===== src/rtl/defines_pkg.sv =====
// Shared defaults and arithmetic helpers for the vector MAC datapath.
// Contents:
//   IN_W, ACC_W, NUM_S, VEC_MAX : default parameter values for mac_vec_acc
//   sat_add                     : signed add at a run-time width, returns sum + overflow
//   relu                        : clamps a negative value to zero when enabled
// The helpers work on CALC_W-bit sign-extended values so that any block with
// a width below CALC_W can reuse them and keep the low bits of the result.
package defines_pkg;

  localparam int unsigned IN_W    = 8;
  localparam int unsigned ACC_W   = 16;
  localparam int unsigned NUM_S   = 1;
  localparam int unsigned VEC_MAX = 8;

  localparam int unsigned CALC_W = 64;
  localparam logic signed [CALC_W-1:0] MAX_POS = {1'b0, {(CALC_W-1){1'b1}}};

  typedef struct packed {
    logic signed [CALC_W-1:0] sum;
    logic                     ovf;
  } add_res_t;

  // op_a/op_b must be sign-extended w-bit values (1 <= w < CALC_W). The
  // operands are shifted so bit w-1 lands on the MSB; the sign test then
  // needs no variable bit select.
  function automatic add_res_t sat_add(input logic signed [CALC_W-1:0] op_a,
                                       input logic signed [CALC_W-1:0] op_b,
                                       input int unsigned              w,
                                       input logic                     sat);
    add_res_t                 r;
    logic signed [CALC_W-1:0] raw;
    logic signed [CALC_W-1:0] a_top;
    logic signed [CALC_W-1:0] b_top;
    logic signed [CALC_W-1:0] s_top;
    logic signed [CALC_W-1:0] hi;
    int unsigned              sh;
    sh    = CALC_W - w;
    raw   = op_a + op_b;
    a_top = op_a <<< sh;
    b_top = op_b <<< sh;
    s_top = raw <<< sh;
    r.ovf = (a_top[CALC_W-1] == b_top[CALC_W-1]) && (s_top[CALC_W-1] != a_top[CALC_W-1]);
    hi    = MAX_POS >>> sh;
    if (r.ovf && sat) begin
      r.sum = a_top[CALC_W-1] ? ~hi : hi;
    end else begin
      r.sum = s_top >>> sh;
    end
    return r;
  endfunction

  function automatic logic signed [CALC_W-1:0] relu(input logic signed [CALC_W-1:0] v,
                                                     input logic                     en);
    return (en && v[CALC_W-1]) ? '0 : v;
  endfunction

endpackage


===== src/rtl/mac_mult_pipe.sv =====
// Signed IN_W x IN_W multiplier with NUM_S-1 register stages after the
// multiply (purely combinational when NUM_S == 1).
// Ports:
//   clk, reset : clock and asynchronous active-high reset
//   a, b       : signed operands
//   p          : signed 2*IN_W product, delayed NUM_S-1 cycles
module mac_mult_pipe #(
  parameter int unsigned IN_W  = defines_pkg::IN_W,
  parameter int unsigned NUM_S = defines_pkg::NUM_S
) (
  input  logic                      clk,
  input  logic                      reset,
  input  logic signed [IN_W-1:0]    a,
  input  logic signed [IN_W-1:0]    b,
  output logic signed [2*IN_W-1:0]  p
);

  logic signed [2*IN_W-1:0] prod;

  assign prod = (2*IN_W)'(a) * (2*IN_W)'(b);

  if (NUM_S == 1) begin : g_comb
    logic unused_clk_rst;
    assign unused_clk_rst = clk ^ reset;
    assign p = prod;
  end else begin : g_pipe
    logic signed [2*IN_W-1:0] st [NUM_S-1];

    always_ff @(posedge clk or posedge reset) begin
      if (reset) begin
        for (int unsigned i = 0; i < NUM_S - 1; i++) st[i] <= '0;
      end else begin
        st[0] <= prod;
        for (int unsigned i = 1; i < NUM_S - 1; i++) st[i] <= st[i-1];
      end
    end

    assign p = st[NUM_S-2];
  end

endmodule


===== src/rtl/mac_vec_acc.sv =====
// Vector dot-product MAC: streams signed a/b pairs, adds unsigned bias x to
// the first product, accumulates over a per-vector length with optional
// saturation, optional ReLU on the result and a per-vector overflow flag.
// Ports:
//   clk, reset          : clock and asynchronous active-high reset
//   valid_in            : element strobe, one element per cycle, no backpressure
//   a, b                : signed operands
//   x                   : unsigned bias, used on the first element only
//   vec_len             : vector length (0 -> 1, > VEC_MAX -> VEC_MAX)
//   sat_en, relu_en     : mode bits, sampled on the first element
//   f                   : signed result, held between valid_out pulses
//   valid_out           : one-cycle pulse per finished vector
//   overflow            : any addition in that vector overflowed
// Pipeline: input regs -> multiplier (NUM_S-1 regs) -> product reg ->
// accumulator -> output regs, so valid_out follows the last element's
// sampling edge by NUM_S+2 edges.
module mac_vec_acc import defines_pkg::*; #(
  parameter int unsigned IN_W    = defines_pkg::IN_W,
  parameter int unsigned ACC_W   = defines_pkg::ACC_W,
  parameter int unsigned NUM_S   = defines_pkg::NUM_S,
  parameter int unsigned VEC_MAX = defines_pkg::VEC_MAX,
  localparam int unsigned LEN_W  = $clog2(VEC_MAX + 1)
) (
  input  logic                     clk,
  input  logic                     reset,
  input  logic                     valid_in,
  input  logic signed [IN_W-1:0]   a,
  input  logic signed [IN_W-1:0]   b,
  input  logic        [IN_W-1:0]   x,
  input  logic        [LEN_W-1:0]  vec_len,
  input  logic                     sat_en,
  input  logic                     relu_en,
  output logic signed [ACC_W-1:0]  f,
  output logic                     valid_out,
  output logic                     overflow
);

  typedef struct packed {
    logic            valid;
    logic            first;
    logic            last;
    logic            sat;
    logic            relu;
    logic [IN_W-1:0] x;
  } tag_t;

  logic [LEN_W-1:0]          cnt, len_q, len_eff, len_cur;
  logic                      sat_q, relu_q, first_in, last_in;
  logic signed [IN_W-1:0]    a_r, b_r;
  tag_t                      tag_nxt, in_tag, pt;
  tag_t                      tp [NUM_S];
  logic signed [2*IN_W-1:0]  prod, prod_r;
  logic signed [ACC_W-1:0]   acc;
  logic                      acc_ovf, acc_valid, acc_last, acc_relu;
  add_res_t                  add_res;
  logic signed [CALC_W-1:0]  f_nxt;
  logic                      unused_hi;

  // Input stage: element counter and per-vector mode latch. On the first
  // element the live inputs are used directly since the latch is not yet loaded.
  always_comb begin
    len_eff = vec_len;
    if (vec_len == '0) begin
      len_eff = LEN_W'(1);
    end else if (vec_len > LEN_W'(VEC_MAX)) begin
      len_eff = LEN_W'(VEC_MAX);
    end
    first_in      = (cnt == '0);
    len_cur       = first_in ? len_eff : len_q;
    last_in       = (cnt == len_cur - LEN_W'(1));
    tag_nxt.valid = 1'b1;
    tag_nxt.first = first_in;
    tag_nxt.last  = last_in;
    tag_nxt.sat   = first_in ? sat_en : sat_q;
    tag_nxt.relu  = first_in ? relu_en : relu_q;
    tag_nxt.x     = x;
  end

  always_ff @(posedge clk or posedge reset) begin
    if (reset) begin
      cnt    <= '0;
      len_q  <= '0;
      sat_q  <= 1'b0;
      relu_q <= 1'b0;
      a_r    <= '0;
      b_r    <= '0;
      in_tag <= '0;
    end else begin
      in_tag <= valid_in ? tag_nxt : '0;
      if (valid_in) begin
        a_r <= a;
        b_r <= b;
        cnt <= last_in ? '0 : cnt + LEN_W'(1);
        if (first_in) begin
          len_q  <= len_eff;
          sat_q  <= sat_en;
          relu_q <= relu_en;
        end
      end
    end
  end

  mac_mult_pipe #(
    .IN_W  (IN_W),
    .NUM_S (NUM_S)
  ) u_mult (
    .clk   (clk),
    .reset (reset),
    .a     (a_r),
    .b     (b_r),
    .p     (prod)
  );

  // Tags ride alongside the multiplier so the last entry lines up with prod_r.
  always_ff @(posedge clk or posedge reset) begin
    if (reset) begin
      for (int unsigned i = 0; i < NUM_S; i++) tp[i] <= '0;
      prod_r <= '0;
    end else begin
      tp[0] <= in_tag;
      for (int unsigned i = 1; i < NUM_S; i++) tp[i] <= tp[i-1];
      prod_r <= prod;
    end
  end

  assign pt = tp[NUM_S-1];

  always_comb begin
    add_res = sat_add(CALC_W'(prod_r), pt.first ? CALC_W'(pt.x) : CALC_W'(acc), ACC_W, pt.sat);
    f_nxt   = relu(CALC_W'(acc), acc_relu);
  end

  // Results are sign-extended to CALC_W; only the low ACC_W bits are kept.
  assign unused_hi = ^{add_res.sum[CALC_W-1:ACC_W], f_nxt[CALC_W-1:ACC_W]};

  always_ff @(posedge clk or posedge reset) begin
    if (reset) begin
      acc       <= '0;
      acc_ovf   <= 1'b0;
      acc_valid <= 1'b0;
      acc_last  <= 1'b0;
      acc_relu  <= 1'b0;
      f         <= '0;
      valid_out <= 1'b0;
      overflow  <= 1'b0;
    end else begin
      acc_valid <= pt.valid;
      acc_last  <= pt.last;
      acc_relu  <= pt.relu;
      if (pt.valid) begin
        acc     <= add_res.sum[ACC_W-1:0];
        acc_ovf <= pt.first ? add_res.ovf : (acc_ovf | add_res.ovf);
      end
      valid_out <= acc_valid && acc_last;
      if (acc_valid && acc_last) begin
        f        <= f_nxt[ACC_W-1:0];
        overflow <= acc_ovf;
      end
    end
  end

endmodule


===== config.mk =====
export PLATFORM = sky130hd
export DESIGN_NAME = mac_vec_acc
export DESIGN_NICKNAME = d
export VERILOG_FILES = /design/src/rtl/defines_pkg.sv /design/src/rtl/mac_mult_pipe.sv /design/src/rtl/mac_vec_acc.sv
export SDC_FILE = /design/constraint.sdc
export NUM_CORES = 1
export LEC_CHECK = 0
export ABC_AREA = 1
export CAP_MARGIN = 20
export CORE_MARGIN = 2
export CORE_UTILIZATION = 60
export DETAILED_ROUTE_END_ITERATION = 12
export PLACE_DENSITY = 0.81
export RECOVER_POWER = 25
export SYNTH_ARGS = -nofsm -noshare
export SYNTH_HDL_FRONTEND = slang
export SYNTH_SLANG_ARGS = --single-unit

===== constraint.sdc =====
create_clock -name clk -period 5.7 [get_ports clk]
set_input_delay 1.14 -clock clk [delete_from_list [all_inputs] [get_ports clk]]
set_output_delay 1.14 -clock clk [all_outputs]
set_load 0.01 [all_outputs]

==> results of run 1 <==
==> cell type report <==
| cell class | count | area, µm² | share of cell area (%) |
|---|---|---|---|
| multi-input combinational | 607 | 4010 | 47.5 |
| inverter | 202 | 759 | 8.98 |
| sequential | 106 | 2650 | 31.4 |
| clock inverter | 7 | 80.1 | 0.947 |
| tap | 172 | 215 | 2.54 |
| clock buffer | 9 | 225 | 2.66 |
| timing repair buffer | 52 | 512 | 6.05 |
==> logic make-up (layout without fill, tap and decap cells) <==
| group | count (synthesis) | in the layout | synth area share [%] |
|---|---|---|---|
| simple gates | 417 | 417 | 22.6 |
| buf+inv | 232 | 270 | 11.9 |
| flops | 106 | 106 | 35.1 |
| fa+ha+maj | 103 | 103 | 22.6 |
| compound gates | 60 | 60 | 4.78 |
| xor+xnor | 27 | 27 | 3.13 |
==> per-stage QoR <==
| step | std cells | hold WS [ns] | instance area, µm² | utilization (%) | power [mW] |
|---|---|---|---|---|---|
| after floorplan | 945 | 0.331 | 7560 | - | 3.31 |
| after global placement | 1139 | 0.332 | 8160 | 65.4 | 3.89 |
| after detailed placement | 1139 | 0.335 | 8160 | 65.4 | 3.97 |
| after CTS | 1155 | 0.348 | 8460 | 67.9 | 4.62 |
| after global routing | 1155 | 0.359 | 8460 | 67.9 | 5.09 |
| final | 1155 | 0.345 | 8460 | 67.9 | 4.61 |
==> routing by layer <==
layer / part of all wire [%] / wire length (µm) / global-route usage [%]
met1: 46 / 7140 / 34.5
met2: 48 / 7510 / 42.0
met3: 3.9 / 603 / 3.58
met4: 2.5 / 398 / 9.60
met5: 0 / 0 / 0
==> power groups by stage <==
stage / combinational, mW / clock [mW] / sequential [mW]
after floorplan: 2.18 / 0 / 1.13
after global placement: 2.71 / 0 / 1.18
after detailed placement: 2.78 / 0 / 1.19
after CTS: 2.80 / 0.639 / 1.18
after global routing: 3.21 / 0.667 / 1.21
final: 2.80 / 0.629 / 1.18
==> worst paths after layout <==
| kind | from | endpoint | cells past startpoint |
|---|---|---|---|
| max in group asynchronous | reset | acc[5] | 3 |
| min | in_tag[4] | pt[4] | 0 |
| max | b_r[2] | prod_r[12] | 16 |
| min in group asynchronous | reset | len_q[2] | 2 |
| min reg2reg | in_tag[4] | pt[4] | 0 |
| max reg2reg | b_r[2] | prod_r[12] | 16 |
==> synth_stat cells, types with 14 or more instances <==
| cell type | number | area share (%) |
|---|---|---|
| inv_1 | 198 | 9.8 |
| nand2_1 | 289 | 14 |
| fa_1 | 56 | 15 |
| nand3_1 | 48 | 3.2 |
| ha_1 | 47 | 7.8 |
| a21oi_1 | 19 | 1.3 |
| xor2_1 | 16 | 1.9 |
| nand2_2 | 14 | 1.2 |
| nor2_1 | 51 | 2.5 |
| o21ai_0 | 21 | 1.4 |
| clkbuf_1 | 25 | 1.2 |
| dfrtp_1 | 106 | 35 |
==> cell usage in the layout (no fill, tap or decap), drive strengths merged <==
cell,n
or2,2
clkdlybuf4s50,48
dfrtp,106
clkinv,5
nor2,52
buf,1
xor2,16
xnor2,11
and3,1
nand4,5
nand2,303
inv,202
o21ai,21
a31oi,2
ha,47
and2,1
a21oi,30
a211oi,1
o31ai,1
nand3,49
dlygate4sd3,2
nand3b,1
fa,56
clkbuf,10
a21o,1
clkinvlp,2
nor3,3
a21boi,1
o21bai,3
==> sequential cells by signal, indices dropped and copies added, names as in the netlist, 4 cells and up <==
register  count
in_tag       13
b_r           8
acc          16
f            16
prod_r       16
pt           13
a_r           8
len_q         4
cnt           4
==> results.cfg, run 1 <==
[power]
pwr_density_cell_nw_per_um2 = 545
power.share.clock_pct = 13.7
swShare_pct = 47.5
power_leakage_nw = 4.80
seqPwrFrac_pct = 25.7
p_switching_mw = 2.19
p_int_mw = 2.42
ir_drop_mv = 0.232
power_frac_comb_pct = 60.7

[placed_design]
gp_congestion = 0.899
pre_cts_slack_ns = 1.33
io_buffers = 50
dp_hpwl_um = 12400

[worst_setup_path]
cpPeakStageDelay_ns = 0.55
crit_family = adder cells
required_ns = 5.99
worstPathCellList = nand2_1, fa_1, inv_1, fa_1, fa_1, inv_1, fa_1, inv_1, ha_1, nand2_1, inv_1, or2_2, a211oi_1, nor2_1, nor2_1, xnor2_1
cp-start-kind = flip-flop
worstSetupPathType = flip-flop to flip-flop
slowest_stage = fa_1
endpoint_kind = flip-flop
ff2ff_setup_slack_ns = 1.30
cp_max_fo = 9
critPathBufInv = 4
arrival_ns = 4.69

[clocking]
clock_sinks = 106
clkTransAtPathRegs_ns = 0.08
post-cts-setup-buffers = 0
postCtsResizedCells = 0
clock_path_buffers = 2
cts_buffers = 9
cts_tree = yes
cts-root-buf = clkbuf_16
clock_latency_ns = 0.36
htree_levels = 3
holdBufCountCts = 0

[floorplan]
start_util_pct = 60.7
boundaryPins = 51
core.rowCount = 41
die_height_um = 116
dieArea_um2 = 13500
coreArea_um2 = 12500
dieWidth_um = 116

[run_status]
failed_checks = max-capacitance violations, max-slew violations
status = finished with violations

[job]
cap_viol_max_count = 1

[global_route]
track_usage_pct = 25.4
antenna_found_initial = 0
globalRouteOverflowTotal = 0
grt_start_max_net_pins = 66
grt_first_pass_wirelength_um = 26500
grt_pass1_vias = 5589

[logic_synthesis]
synth-seq-cells = 106
synthesis.instances = 945
syn_nets = 1081
syn_avg_cell_area_um2 = 8.00
mappedNetlistArea_um2 = 7560
yosys_most_used_dff = dfrtp_1
synthArstFlopShare_pct = 100
ys_warn_count = 0
yosysSeqAreaShare_pct = 35.1
synth_edf_count = 0
yosysUniqueCellTypes = 34

[route]
drtIter0Drc = 381
dr_total_vias = 5788
drc = 0
dr.pass1.iters = 5
ant_nets = 0
routed_wl_um = 15700
viasPerCell = 5.01
wl_per_cell_um = 13.6

[cells_and_area]
nNetsFinal = 1114
area_growth_syn_to_layout_pct = 11.8
fill_cells = 1038
antenna-diode-count = 0
drive_gt1_share_pct = 4.98

[timing]
rsz0062_at_grt = false
max_clock_freq_mhz = 227
period_share_pct = 77.2
finalSetupTns_ns = 0
tightest_slew_ns = 2.69
fin_skew_ns = 0.0103
finalSetupViolCount = 0
min_period_ns = 4.40
fin_ws_ns = 1.30
drv_slew = 66
hold_viol_final = 0
max_slew_margin_pct = -80.3

[worst_hold_path]
hp-class = flip-flop to flip-flop
Power figures use the tool's default switching activity.
==> inputs of run 2 (changes only) <==
CORE_UTILIZATION = 55   (was 60)
PLACE_DENSITY = 0.78   (was 0.81)
clock period = 3.8 ns   (was 5.7 ns; I/O delays follow)
==> run 2 against run 1 <==
The run ends with max-capacitance violations, max-slew violations, negative setup slack left; flip-flop and latch count is the same; via count up 6.4%; total power up 74%; die area increased by 8.8%; core utilization increased by 1.2 points; critical path type unchanged; largest cell class unchanged; largest power group unchanged; highest routed layer unchanged.
==> results.cfg, run 2 (same netlist as run 1, synthesis figures left out) <==
[power]
p_total_mw = 8.01
power_leakage_nw = 5.10
pwr_density_cell_nw_per_um2 = 870
ir_drop_mv = 0.561

[cells_and_area]
final_common_cell = nand2_1
antenna-diode-count = 0
nNetsFinal = 1172
area_growth_syn_to_layout_pct = 21.8
fin_area_um2 = 9210
largest_registers = acc: 16 flops, f: 16 flops, prod_r: 16 flops
layout_common_cells = 275 x nand2_1, 183 x inv_1, 96 x dfrtp_1
instances_no_fill = 1217
drive_gt1_share_pct = 17.1
fin_util_pct = 69.0

[clocking]
cts_tree = yes
clock_latency_ns = 0.36
clock_path_buffers = 2
htree_levels = 3
clkTransAtPathRegs_ns = 0.07
clock_sinks = 106
cts-root-buf = clkbuf_16
cts_buffers = 9

[floorplan]
die_height_um = 121
dieArea_um2 = 14700
start_util_pct = 56.7
dieWidth_um = 121
core.rowCount = 42
coreArea_um2 = 13300
boundaryPins = 51

[worst_hold_path]
hp-start = pt[8]
whs_endpoint = acc_relu
holdPathStages = 0
hp-class = flip-flop to flip-flop

[route]
drc = 0
ant_nets = 0
viasPerCell = 5.06
drtIter0Drc = 340
wl_per_cell_um = 13.9
dr.pass1.iters = 7
routed_wl_um = 17000
dr_total_vias = 6156

[timing]
fin_skew_ns = 0.0129
fin_ws_ns = -0.395
drv_slew = 54
max_slew_margin_pct = -37.0
hold_viol_final = 0
period_share_pct = 110
max_clock_freq_mhz = 238
finalSetupViolCount = 8
finalSetupTns_ns = -1.27
holdWs_ns = 0.351
min_period_ns = 4.19
tightest_slew_ns = 2.05
rsz0062_at_grt = true

[worst_setup_path]
endpoint_kind = flip-flop
cp-start-kind = flip-flop
arrival_ns = 4.46
reg2reg_from = b_r[4]
required_ns = 4.06
worstRegToRegCells = 17
worstSetupPathType = flip-flop to flip-flop
ff2ff_setup_slack_ns = -0.39
cp_max_fo = 7
timing.rr.end = prod_r[12]

[run_status]
failed_checks = max-capacitance violations, max-slew violations, negative setup slack
status = finished with violations

[global_route]
antenna_found_initial = 0
grt_start_max_net_pins = 55
grt_pass1_vias = 6033
globalRouteOverflowTotal = 0
track_usage_pct = 24.4
grt_first_pass_wirelength_um = 28100

[placed_design]
pre_cts_slack_ns = -0.210
dp_cells = 1183
placed_area_um2 = 8540
gp_congestion = 0.940
io_buffers = 50
dp_hpwl_um = 12600

[job]
cap_viol_max_count = 1
[run 2: layer usage]
layer	up-vias	track usage [%]	wire length [µm]
met5	-	0	0
met4	0	7.97	430
met3	33	4.09	817
met2	194	40.2	8300
met1	2931	33.0	7420
li1	2998	-	-
[run 2: worst max-delay path: stages (launching register included)]
cell      delay, ns
dfrtp_2        0.47
nand2_2        0.09
inv_2          0.04
fa_1           0.56
inv_2          0.05
fa_1           0.49
inv_2          0.04
fa_1           0.52
inv_1          0.05
fa_1           0.49
inv_2          0.05
ha_4           0.24
a21oi_4        0.19
nor2_4         0.07
a211oi_2       0.26
nor2_1         0.09
nor2_1         0.21
xnor2_1        0.17
[run 2: cell type report]
type / count / area, µm²
sequential: 106 / 2670
inverter: 202 / 761
clock inverter: 6 / 61.3
multi-input combinational: 607 / 4300
clock buffer: 10 / 229
tap: 176 / 220
timing repair buffer: 110 / 975
fill: 1034 / 4140
[run 2: worst max path at each step]
stage               startpoint          to  slack [ns]  depth (start not counted)
floorplan               b_r[5]  prod_r[12]       -0.03                         17
global placement        a_r[6]  prod_r[13]       -0.11                         16
detailed placement      a_r[6]  prod_r[13]       -0.21                         16
CTS                     a_r[5]  prod_r[13]       -0.08                         20
global route            a_r[7]  prod_r[12]       -0.49                         17
finish                  b_r[4]  prod_r[12]       -0.39                         17
[run 2: power by group]
part / internal [mW] / switching (mW) / total, mW / leakage [nW]
logic: 2.32 / 3.01 / 5.34 / 3.66
registers: 1.50 / 0.272 / 1.77 / 1.30
clock network: 0.461 / 0.444 / 0.905 / 0.138
[run 2: repair_timing]
item,CTS,global route
hold buffers,0,0
resized for setup,35,41
setup endpoints to repair,7,9
buffers inserted,10,8
hold endpoints to repair,0,0
pin swaps,15,16
